==> config.mk <==
export PLATFORM = sky130hd
export DESIGN_NAME = if_stage
export DESIGN_NICKNAME = d
export VERILOG_FILES = /design/src/rtl/mips_pkg.sv /design/src/rtl/if_skid_buf.sv /design/src/rtl/if_stage.sv
export SDC_FILE = /design/constraint.sdc
export NUM_CORES = 1
export LEC_CHECK = 0
export CORE_UTILIZATION = 30
export CTS_CLUSTER_DIAMETER = 200
export CTS_CLUSTER_SIZE = 10
export DETAILED_ROUTE_END_ITERATION = 16
export GPL_ROUTABILITY_DRIVEN = 0
export HOLD_SLACK_MARGIN = 0.02
export PLACE_DENSITY = 0.47
export SLEW_MARGIN = 40
export SYNTH_ARGS = -nofsm -noshare
export SYNTH_HDL_FRONTEND = slang
export SYNTH_HIERARCHICAL = 1
export SYNTH_SLANG_ARGS = --single-unit
==> constraint.sdc <==
create_clock -name clk -period 7.72 [get_ports clk]
set_input_delay 0.772 -clock clk [delete_from_list [all_inputs] [get_ports clk]]
set_output_delay 0.772 -clock clk [all_outputs]
set_load 0.01 [all_outputs]
==> src/rtl/mips_pkg.sv <==
// Shared MIPS front-end definitions: fetch FSM states, reset defaults and
// instruction field bounds used by the fetch stage and its skid buffer.
package mips_pkg;

  localparam int INSTR_W = 32;
  localparam int OPC_HI  = 31;
  localparam int OPC_LO  = 26;

  localparam logic [31:0] RESET_PC_DEF   = 32'h0000_0000;
  // Unused opcode: the decoder falls to its all-zero default for a bubble.
  localparam logic [5:0]  NOP_OPCODE_DEF = 6'h3F;

  typedef enum logic [1:0] {
    FETCH   = 2'd0,
    HOLD    = 2'd1,
    DISCARD = 2'd2
  } if_state_t;

  function automatic logic [5:0] opcode_of(input logic [INSTR_W-1:0] instr);
    return instr[OPC_HI:OPC_LO];
  endfunction

endpackage

==> src/rtl/if_skid_buf.sv <==
// One-entry {instr, pc_plus4} buffer that catches a fetch completing while
// decode is stalled. Only the full flag is reset; the payload is qualified by it.
module if_skid_buf
  import mips_pkg::*;
#(
  parameter int ADDR_W = 32
) (
  input  logic               clk,
  input  logic               reset,
  input  logic               load,
  input  logic               clear,
  input  logic [INSTR_W-1:0] instr_in,
  input  logic [ADDR_W-1:0]  pc_plus4_in,
  output logic               full,
  output logic [INSTR_W-1:0] instr,
  output logic [ADDR_W-1:0]  pc_plus4
);

  always_ff @(posedge clk or posedge reset) begin
    if (reset) begin
      full <= 1'b0;
    end else if (clear) begin
      full <= 1'b0;
    end else if (load) begin
      full <= 1'b1;
    end
  end

  always_ff @(posedge clk) begin
    if (load) begin
      instr    <= instr_in;
      pc_plus4 <= pc_plus4_in;
    end
  end

endmodule

==> src/rtl/if_stage.sv <==
// Instruction fetch stage with IF/ID register; drives the decoder opcode.
// Optional `define IF_PERF_CNT_EN adds saturating fetch/stall counters.
module if_stage
  import mips_pkg::*;
#(
  parameter int                ADDR_W     = 32,
  parameter logic [ADDR_W-1:0] RESET_PC   = ADDR_W'(RESET_PC_DEF),
  parameter logic [5:0]        NOP_OPCODE = NOP_OPCODE_DEF
) (
  input  logic               clk,
  input  logic               reset,
  output logic               imem_req,
  output logic [ADDR_W-1:0]  imem_addr,
  input  logic               imem_ack,
  input  logic [INSTR_W-1:0] imem_rdata,
  input  logic               id_stall,
  input  logic               id_flush,
  input  logic               redirect_en,
  input  logic [ADDR_W-1:0]  redirect_target,
  output logic               if_valid,
  output logic [INSTR_W-1:0] if_instr,
  output logic [ADDR_W-1:0]  if_pc_plus4,
  output logic [5:0]         next_opCode
`ifdef IF_PERF_CNT_EN
  ,
  output logic [31:0]        perf_fetched,
  output logic [31:0]        perf_stall_cycles
`endif
);

  if_state_t          state;
  logic [ADDR_W-1:0]  pc;
  logic [ADDR_W-1:0]  pc_plus4;
  logic [ADDR_W-1:0]  disc_addr;
  logic [ADDR_W-1:0]  redirect_pc;
  logic               done;
  logic               normal;
  logic               skid_full;
  logic               skid_load;
  logic               skid_clear;
  logic [INSTR_W-1:0] skid_instr;
  logic [ADDR_W-1:0]  skid_pc_plus4;
  logic               fill_mem;
  logic               fill_skid;

  assign pc_plus4    = pc + ADDR_W'(4);
  assign redirect_pc = redirect_target & ~ADDR_W'(3);

  // Request is gated by reset so an abandoned transaction drops at once.
  assign imem_req  = !reset && ((state == FETCH && !skid_full) || state == DISCARD);
  assign imem_addr = (state == DISCARD) ? disc_addr : pc;
  assign done      = imem_req && imem_ack;
  assign normal    = !redirect_en && !id_flush;

  assign fill_mem   = normal && state == FETCH && done && !id_stall;
  assign fill_skid  = normal && state == HOLD && !id_stall;
  assign skid_load  = normal && state == FETCH && done && id_stall;
  assign skid_clear = !normal || fill_skid;

  if_skid_buf #(
    .ADDR_W      (ADDR_W)
  ) u_skid (
    .clk         (clk),
    .reset       (reset),
    .load        (skid_load),
    .clear       (skid_clear),
    .instr_in    (imem_rdata),
    .pc_plus4_in (pc_plus4),
    .full        (skid_full),
    .instr       (skid_instr),
    .pc_plus4    (skid_pc_plus4)
  );

  // IF -> ID boundary: PC, FSM and IF/ID register
  always_ff @(posedge clk or posedge reset) begin
    if (reset) begin
      state       <= FETCH;
      pc          <= RESET_PC;
      disc_addr   <= RESET_PC;
      if_valid    <= 1'b0;
      if_instr    <= '0;
      if_pc_plus4 <= '0;
    end else if (redirect_en) begin
      pc       <= redirect_pc;
      if_valid <= 1'b0;
      if (imem_req && !imem_ack) begin
        state     <= DISCARD;
        disc_addr <= imem_addr;
      end else begin
        state <= FETCH;
      end
    end else if (id_flush) begin
      if_valid <= 1'b0;
      if (state == DISCARD && !done) begin
        state <= DISCARD;
      end else begin
        state <= FETCH;
      end
    end else begin
      unique case (state)
        FETCH: begin
          if (done) begin
            pc <= pc_plus4;
            if (id_stall) begin
              state <= HOLD;
            end else begin
              if_valid    <= 1'b1;
              if_instr    <= imem_rdata;
              if_pc_plus4 <= pc_plus4;
            end
          end else if (!id_stall) begin
            if_valid <= 1'b0;
          end
        end
        HOLD: begin
          if (!id_stall) begin
            if_valid    <= 1'b1;
            if_instr    <= skid_instr;
            if_pc_plus4 <= skid_pc_plus4;
            state       <= FETCH;
          end
        end
        DISCARD: begin
          if (done) state <= FETCH;
          if (!id_stall) if_valid <= 1'b0;
        end
        default: state <= FETCH;
      endcase
    end
  end

  assign next_opCode = if_valid ? opcode_of(if_instr) : NOP_OPCODE;

`ifdef IF_PERF_CNT_EN
  function automatic logic [31:0] sat_inc(input logic [31:0] v);
    return (v == '1) ? v : v + 32'd1;
  endfunction

  always_ff @(posedge clk or posedge reset) begin
    if (reset) begin
      perf_fetched      <= '0;
      perf_stall_cycles <= '0;
    end else begin
      if (fill_mem || fill_skid) perf_fetched <= sat_inc(perf_fetched);
      if ((imem_req && !imem_ack) || state == HOLD)
        perf_stall_cycles <= sat_inc(perf_stall_cycles);
    end
  end
`endif

endmodule

==> results of run 1 <==
==> Yosys cell counts, drive strengths merged, types with 5 or more instances <==
| master | number |
|---|---|
| a21boi | 5 |
| a21o | 7 |
| a21oi | 5 |
| a221o | 5 |
| a22o | 8 |
| and3 | 9 |
| buf | 19 |
| clkbuf | 35 |
| dfrtp | 130 |
| edfxtp | 64 |
| inv | 8 |
| mux2 | 57 |
| mux2i | 38 |
| nand2 | 109 |
| nand2b | 10 |
| nand3 | 20 |
| nand4 | 14 |
| nor2 | 25 |
| nor3 | 19 |
| nor4 | 7 |
| o21ai | 100 |
| or2 | 7 |
| xnor2 | 27 |
| xor2 | 21 |
==> through the flow <==
| stage | setup WS, ns | cell area [um2] |
|---|---|---|
| finish | 4.39 | 11700 |
| global route | 4.23 | 11700 |
| CTS | 4.23 | 11700 |
| detailed placement | 3.95 | 11100 |
| global placement | 3.94 | 11100 |
| floorplan | 0.849 | 8990 |
==> logic make-up after synthesis <==
kind of cell             Yosys count  share of synthesized area (%)
multiplexers                      95                           11.4
buffers and inverters             63                           2.94
flip-flops                       194                           57.6
AO/OA/AOI/OAI                    140                           9.06
other                              1                         0.0417
adder cells (fa/ha/maj)            4                          0.557
XOR/XNOR                          48                           4.68
AND/OR/NAND/NOR                  242                           13.8
==> layout make-up <==
class | count | area, um2 | area share (%)
tap | 390 | 488 | 4.16
antenna | 1 | 2.50 | 0.0214
sequential | 194 | 5170 | 44.2
multi-input combinational | 531 | 3610 | 30.8
timing repair buffer | 181 | 1800 | 15.3
inverter | 9 | 38.8 | 0.331
clock inverter | 7 | 57.6 | 0.491
clock buffer | 25 | 549 | 4.69
==> power by group through the flow <==
stage	combinational [uW]	clock (uW)	sequential, uW
floorplan	269	0	1350
global placement	618	0	1340
detailed placement	624	0	1340
CTS	626	947	1320
global route	674	987	1340
finish	614	917	1320
==> state kept, by name, summed over array words and instances (netlist names) <==
signal and flops:
disc_addr 32, pc 30, if_instr 32, u_skid/pc_plus4 32, u_skid/full 1, u_skid/instr 32, state 2, if_valid 1
if_pc_plus4 32
==> per-layer routing <==
metal	wire, um	vias to the layer above
li1	-	3088
met1	11700	2952
met2	9830	143
met3	852	9
met4	165	0
met5	0	-
==> worst max-delay path: stages, from the launching register on <==
cell and delay, ns:
dfrtp_1 0.43, inv_1 0.14, ha_4 0.53, a21oi_1 0.16, nor2_1 0.27, clkdlybuf4s50_1 0.60
==> worst max path at each step <==
stage / start / endpoint / slack (ns) / cells past startpoint
4_1_cts: state[0] / u_skid/pc_plus4[17] / 4.23 / 6
3_3_place_gp: reset / if_pc_plus4[17] / 3.94 / 7
6_report: state[0] / imem_req / 4.39 / 5
5_1_grt: state[0] / imem_req / 4.23 / 5
2_1_floorplan: imem_ack / u_skid/instr[0] / 0.85 / 4
3_5_place_dp: reset / u_skid/instr[21] / 3.95 / 5
==> impl_metrics.env, run 1 <==
export IMPL_status="finished, final reports clean"
export IMPL_cts_sinks=194
export IMPL_cts_tree="built"
export IMPL_r2r_start="state[0]"
export IMPL_drv_cap=0
export IMPL_synthTopCellsByArea="dfrtp_1, edfxtp_1, mux2_2"
export IMPL_die_w_um=175
export IMPL_sw_frac_of_total_pct=27.2
export IMPL_num_fill_cells=2930
export IMPL_regToRegEndpoint="u_skid/instr[4]"
export IMPL_ys_seq_area_share_pct=57.6
export IMPL_reg2reg_setup_slack_ns=4.57
export IMPL_htree_num_levels=4
export IMPL_power_frac_seq_pct=46.3
export IMPL_root_buffer="clkbuf_16"
export IMPL_min_path_cells=2
export IMPL_cts_path_max_buffers=2
export IMPL_grt_setup_unrepaired="no"
export IMPL_min_delay_start="if_pc_plus4[1]"
export IMPL_numCtsBuffers=17
export IMPL_power_switching_uw=774
export IMPL_clkTransAtPathRegs_ns=0.07
export IMPL_port_buffers=171
export IMPL_use_met2_pct=22.2
export IMPL_via_count=6192
export IMPL_finalPower_uw=2850
export IMPL_route_detailed_wl_per_inst_um=16.9
export IMPL_ys_warn_count=6
export IMPL_final_cells=1338
export IMPL_fp_coreArea_um2=29600
export IMPL_fin_util_pct=39.6
export IMPL_dp_hpwl_mm=15.2
export IMPL_netlist_area_um2=8990
export IMPL_hold_violations=0
export IMPL_synth_edf_count=64
export IMPL_fmax_mhz=301
export IMPL_dieArea_um2=30700
export IMPL_min_period_ns=3.33
export IMPL_grt_use_met3_pct=3.13
export IMPL_start_kind="flip-flop"
export IMPL_rows=63
export IMPL_reg2regPathDepth=7
export IMPL_slew_headroom_pct=50.8
export IMPL_synthCells=787
export IMPL_postSynth_asyncResetShare_pct=67.0
export IMPL_vdd_ir_drop_max_uv=126
export IMPL_drt_total_wl_mm=22.6
export IMPL_insertion_delay_ns=0.43
export IMPL_viasPerCell=4.63
export IMPL_critPathKind="reg -> out"
export IMPL_antenna_found_initial=1
export IMPL_clkPwrFrac_pct=32.2
export IMPL_hold_slack_ns=0.470
export IMPL_synth_top_area_share_pct=36.2
export IMPL_required_ns=6.95
export IMPL_grt_util_all_layers_pct=15.1
export IMPL_die_h_um=175
export IMPL_top_usage_layer="met1"
export IMPL_dr_pass1_iters=4
export IMPL_grt_max_degree=102
export IMPL_gr_total_overflow=0
export IMPL_post_route_period_util_pct=43.1
export IMPL_leakage_uw=0.00453
export IMPL_ctsResizeCount=0
export IMPL_syn_to_final_growth_pct=30.4
export IMPL_slew_violations=0
export IMPL_ant_nets=0
export IMPL_synth_ff_type="dfrtp_1"
export IMPL_synth_area_per_cell_um2=11.4
export IMPL_grt_pass1_wl_mm=36.0
export IMPL_drive_above_1_share_pct=12.8
export IMPL_holdPathEnd="if_pc_plus4[1]"
export IMPL_cts_setup_buffers=0
export IMPL_grt_util_met1_pct=22.7
export IMPL_drt_iter0_markers=377
export IMPL_most_common_layout_cells="clkdlybuf4s50_1, dfrtp_1, nand2_1"
export IMPL_clock_skew_ns=0.0154
export IMPL_powerDensity_nw_per_um2=243
export IMPL_final_nets=1008
export IMPL_pin_count=174
export IMPL_p_int_uw=2080
export IMPL_synth_area_leader_cell="dfrtp_1"
export IMPL_setup_viol=0
export IMPL_tns_ns=0
export IMPL_combPwrFrac_pct=21.5
export IMPL_cp_data_arrival_time_ns=2.55
export IMPL_start_util_pct=30.4
export IMPL_ys_ff_latch=194
export IMPL_cts_hold_buf=0
export IMPL_critPathMaxFanout=44
export IMPL_drc_errors=0
export IMPL_tightestPinTransition_ns=0.739
export IMPL_grt_pass1_vias=6068
export IMPL_synth_cell_types=55
export IMPL_hold_path_class="reg -> reg"
export IMPL_cp_end_kind="output port"
export IMPL_placed_cells_incl_taps=1304
export IMPL_final_common_cell="clkdlybuf4s50_1"
Note: power is estimated with default switching activity, not from simulation.
==> run 2: changes to the inputs <==
clock period = 3.5 ns   (was 7.72 ns; I/O delays follow)
==> run 2 against run 1 <==
  * Die area unchanged
  * Setup slack worse by 3.7 ns
  * Sequential power up 120%
  * Via count down 1.2%
  * Utilization up 0.12 points
  * Cell count up 0.30%
  * Count of clock-buffer cells in the layout down 6
  * Sequential share of layout area down 0.14 points
  * Clock skew about the same
  * Global-route usage down 0.064 points
==> impl_metrics.env, run 2 (same netlist as run 1, synthesis figures left out) <==
export IMPL_critPathKind="reg -> out"
export IMPL_reg2reg_setup_slack_ns=1.07
export IMPL_r2r_start="pc[2]"
export IMPL_regToRegEndpoint="pc[30]"
export IMPL_min_period_ns=2.84
export IMPL_tns_ns=0
export IMPL_slew_headroom_pct=49.8
export IMPL_rows=63
export IMPL_ctsResizeCount=0
export IMPL_cp_end_kind="output port"
export IMPL_grt_pass1_wl_mm=35.8
export IMPL_dieArea_um2=30700
export IMPL_tightestPinTransition_ns=0.753
export IMPL_clkTransAtPathRegs_ns=0.07
export IMPL_fp_coreArea_um2=29600
export IMPL_num_fill_cells=2948
export IMPL_cts_tree="built"
export IMPL_dr_pass1_iters=4
export IMPL_via_count=6120
export IMPL_htree_num_levels=4
export IMPL_syn_to_final_growth_pct=30.8
export IMPL_required_ns=3.15
export IMPL_reg2regPathDepth=6
export IMPL_clock_skew_ns=0.0153
export IMPL_port_buffers=171
export IMPL_root_buffer="clkbuf_16"
export IMPL_final_nets=1014
export IMPL_setup_viol=0
export IMPL_viasPerCell=4.56
export IMPL_dp_hpwl_mm=15.0
export IMPL_start_util_pct=30.4
export IMPL_cts_hold_buf=0
export IMPL_numCtsBuffers=17
export IMPL_drt_total_wl_mm=22.4
export IMPL_hold_path_class="in -> async"
export IMPL_cp_data_arrival_time_ns=2.49
export IMPL_final_cells=1342
export IMPL_route_detailed_wl_per_inst_um=16.7
export IMPL_drt_iter0_markers=328
export IMPL_ant_nets=0
export IMPL_vdd_ir_drop_max_uv=270
export IMPL_drc_errors=0
export IMPL_die_h_um=175
export IMPL_fmax_mhz=352
export IMPL_pin_count=174
export IMPL_leakage_uw=0.00455
export IMPL_cts_setup_buffers=0
export IMPL_grt_max_degree=130
export IMPL_slew_violations=0
export IMPL_post_route_period_util_pct=81.2
export IMPL_powerDensity_nw_per_um2=535
export IMPL_drv_cap=0
export IMPL_critPathMaxFanout=23
export IMPL_final_common_cell="clkdlybuf4s50_1"
export IMPL_grt_pass1_vias=6092
export IMPL_multi_input_area_um2=3590
export IMPL_grt_setup_unrepaired="no"
export IMPL_die_w_um=175
export IMPL_insertion_delay_ns=0.43
export IMPL_cts_path_max_buffers=2
export IMPL_status="finished, final reports clean"
export IMPL_hold_violations=0
export IMPL_gr_total_overflow=0
export IMPL_cts_sinks=194
export IMPL_placed_cells_incl_taps=1310
export IMPL_grt_util_all_layers_pct=15.1
export IMPL_start_kind="flip-flop"
export IMPL_antenna_found_initial=2
export IMPL_drive_above_1_share_pct=12.9
export IMPL_seq_area_um2=5170
export IMPL_diodes=0
export IMPL_most_common_layout_cells="clkdlybuf4s50_1, dfrtp_1, nand2_1"
-- run 2: cell types whose count changed in the layout (fill, tap and decap cells not counted), moves of 2 or more --
cell,delta
buf_12,+2
clkbuf_8,-3
buf_6,-3
clkbuf_16,-3
buf_4,+6
clkinv_2,+2
bufinv_16,+3
clkinv_4,-3
clkinv_1,+2
-- run 2: layer usage --
metal	up-vias	track usage, %	part of all wire (%)
li1	3100	-	-
met1	2870	23.0	53
met2	140	21.5	42
met3	10	2.98	3.8
met4	0	3.73	0.82
met5	-	0	0
-- run 2: report_power, final --
part / total [uW] / switching, uW / internal [uW]
Combinational: 1350 / 564 / 791
Sequential: 2910 / 226 / 2690
Clock: 2020 / 891 / 1130
Total: 6290 / 1680 / 4610
-- run 2: worst max path at each step --
stage                      end  slack, ns      from
2_1_floorplan  u_skid/instr[0]       0.01  state[0]
3_3_place_gp   if_pc_plus4[16]       0.79  imem_ack
3_5_place_dp   if_pc_plus4[19]       0.96  imem_ack
4_1_cts          imem_addr[18]       0.62  state[0]
5_1_grt          imem_addr[18]       0.50  state[0]
6_report         imem_addr[18]       0.66  state[0]
-- run 2: layout make-up --
cell class                 count  share of cell area (%)
inverter                       9                   0.319
tap                          390                    4.15
sequential                   194                    44.0
clock buffer                  19                    3.68
multi-input combinational    531                    30.6
timing repair buffer         187                    16.0
clock inverter                12                    1.30
-- run 2: stage by stage --
step	hold WS, ns	total power (uW)	util, %	area [um2]	setup WS [ns]
floorplan	0.0787	3580	-	9010	0.0107
global placement	0.460	4320	37.7	11100	0.791
detailed placement	0.467	4340	37.7	11100	0.956
CTS	0.174	6400	39.7	11700	0.616
global route	0.195	6640	39.8	11800	0.497
finish	0.197	6290	39.8	11800	0.657
-- run 2: critical path, cell delays in order, from the launching register on --
cell	delay [ns]
dfrtp_1	0.43
inv_1	0.11
ha_2	0.27
buf_4	0.34
nand2_1	0.09
o21ai_0	0.19
clkdlybuf4s50_1	0.62
==> run 3: changes to the inputs <==
clock period = 2.9 ns   (was 3.5 ns; I/O delays follow)
==> run 3 against run 2 <==
  * Total power rose by 22%
  * Design area rose by 0.94%
  * Critical path depth fell by 1
  * Critical endpoint is now imem_addr[31]
  * Die area did not move
  * Clock power rose by 23%
  * Setup slack got worse by 0.47 ns
  * First-iteration DRC count rose by 19%
  * Sequential power rose by 21%
==> impl_metrics.env, run 3 (same netlist as run 1, synthesis figures left out) <==
export IMPL_die_h_um=175
export IMPL_combPwrFrac_pct=21.5
export IMPL_grt_setup_unrepaired="no"
export IMPL_grt_max_degree=130
export IMPL_status="finished, final reports clean"
export IMPL_critPathMaxFanout=24
export IMPL_grt_util_all_layers_pct=15.3
export IMPL_critPathKind="reg -> out"
export IMPL_cts_tree="built"
export IMPL_diodes=0
export IMPL_tightestPinTransition_ns=0.752
export IMPL_power_switching_uw=2060
export IMPL_reg2reg_setup_slack_ns=0.44
export IMPL_ant_nets=0
export IMPL_hold_path_class="in -> async"
export IMPL_start_kind="flip-flop"
export IMPL_final_nets=1022
export IMPL_finalPower_uw=7640
export IMPL_drc_errors=0
export IMPL_dieArea_um2=30700
export IMPL_syn_to_final_growth_pct=32.0
export IMPL_grt_pass1_vias=6136
export IMPL_pin_count=174
export IMPL_reg2regPathDepth=7
export IMPL_cp_buffers_inverters=3
export IMPL_p_int_uw=5580
export IMPL_final_area_um2=11900
export IMPL_min_period_ns=2.71
export IMPL_gr_total_overflow=0
export IMPL_cts_hold_buf=0
export IMPL_start_util_pct=30.4
export IMPL_viasPerCell=4.61
export IMPL_most_common_layout_cells="clkdlybuf4s50_1, dfrtp_1, nand2_1"
export IMPL_clock_skew_ns=0.0127
export IMPL_drt_total_wl_mm=22.6
export IMPL_numCtsBuffers=17
export IMPL_cp_slowest_cell="clkdlybuf4s50_1"
export IMPL_power_frac_seq_pct=45.9
export IMPL_cts_sinks=194
export IMPL_final_common_cell="clkdlybuf4s50_1"
export IMPL_port_buffers=171
export IMPL_die_w_um=175
export IMPL_insertion_delay_ns=0.43
export IMPL_hold_violations=0
export IMPL_placed_cell_area_um2=11200
export IMPL_setup_viol=0
export IMPL_vdd_ir_drop_max_uv=302
export IMPL_cts_path_max_buffers=2
export IMPL_leakage_uw=0.00462
export IMPL_clkTransAtPathRegs_ns=0.07
export IMPL_grt_pass1_wl_mm=36.2
export IMPL_slew_violations=0
export IMPL_cp_cell_sequence="inv_1, ha_2, buf_6, mux2_2, clkdlybuf4s50_1"
export IMPL_cp_slowest_stage_delay_ns=0.49
export IMPL_r2r_start="pc[2]"
export IMPL_slew_headroom_pct=49.8
export IMPL_route_detailed_wl_per_inst_um=16.7
export IMPL_rows=63
export IMPL_via_count=6230
export IMPL_cts_setup_buffers=0
export IMPL_htree_num_levels=4
export IMPL_dr_pass1_iters=4
export IMPL_root_buffer="clkbuf_16"
export IMPL_sw_frac_of_total_pct=27.0
export IMPL_cp_end_kind="output port"
export IMPL_fp_coreArea_um2=29600
export IMPL_clkPwrFrac_pct=32.6
export IMPL_fmax_mhz=369
export IMPL_hold_slack_ns=0.119
export IMPL_dp_hpwl_mm=15.1
export IMPL_powerDensity_nw_per_um2=644
export IMPL_fin_util_pct=40.1
export IMPL_drive_above_1_share_pct=14.2
export IMPL_drv_cap=0
export IMPL_regToRegEndpoint="if_pc_plus4[18]"
export IMPL_ctsResizeCount=0
export IMPL_antenna_found_initial=1
export IMPL_cp_data_arrival_time_ns=2.42
export IMPL_crit_family="buffers and inverters"
export IMPL_required_ns=2.61
export IMPL_drt_iter0_markers=390
export IMPL_tns_ns=0
export IMPL_post_route_period_util_pct=93.4
==> run 3: cell types whose count changed in the layout (fill, tap and decap cells not counted), sizes merged <==
cell / delta
bufinv: -2
clkinvlp: -1
buf: +8
clkinv: -1
inv: +3
clkbuf: +2
==> run 3: routing by layer <==
layer  GRT usage (%)  routed length, um
met4            4.13                163
met1            22.2              11400
met5               0                 13
met2            22.6               9920
met3            3.76               1090
==> run 3: power groups by stage <==
| stage | clock network (uW) | registers (uW) | logic, uW |
|---|---|---|---|
| after floorplan | 0 | 3600 | 723 |
| after global placement | 0 | 3560 | 1660 |
| after detailed placement | 0 | 3580 | 1660 |
| after CTS | 2590 | 3520 | 1670 |
| after global routing | 2710 | 3570 | 1800 |
| final | 2490 | 3510 | 1640 |
==> run 3: through the flow <==
step | setup slack (ns) | std cells
5_1_grt | 0.0138 | 1351
3_5_place_dp | 0.353 | 1318
4_1_cts | 0.0651 | 1350
2_1_floorplan | -0.512 | 788
3_3_place_gp | 0.379 | 1318
6_report | 0.191 | 1351
==> run 3: cell type report <==
class	instances	area, um2
well taps	390	488
flip-flops and latches	194	5170
inverters	9	37.5
clock inverters	11	104
clock buffers	21	514
multi-input cells	531	3600
fillers	2888	17700
repair buffers	195	1950
==> run 3: worst max path at each step <==
stage / start / endpoint / slack, ns / cells after the start
after detailed placement: pc[2] / if_pc_plus4[18] / 0.35 / 7
after global routing: state[0] / imem_req / 0.01 / 5
after floorplan: state[0] / u_skid/instr[0] / -0.51 / 7
after global placement: pc[2] / if_pc_plus4[18] / 0.38 / 7
after CTS: state[0] / imem_addr[31] / 0.07 / 5
final: state[0] / imem_addr[31] / 0.19 / 5
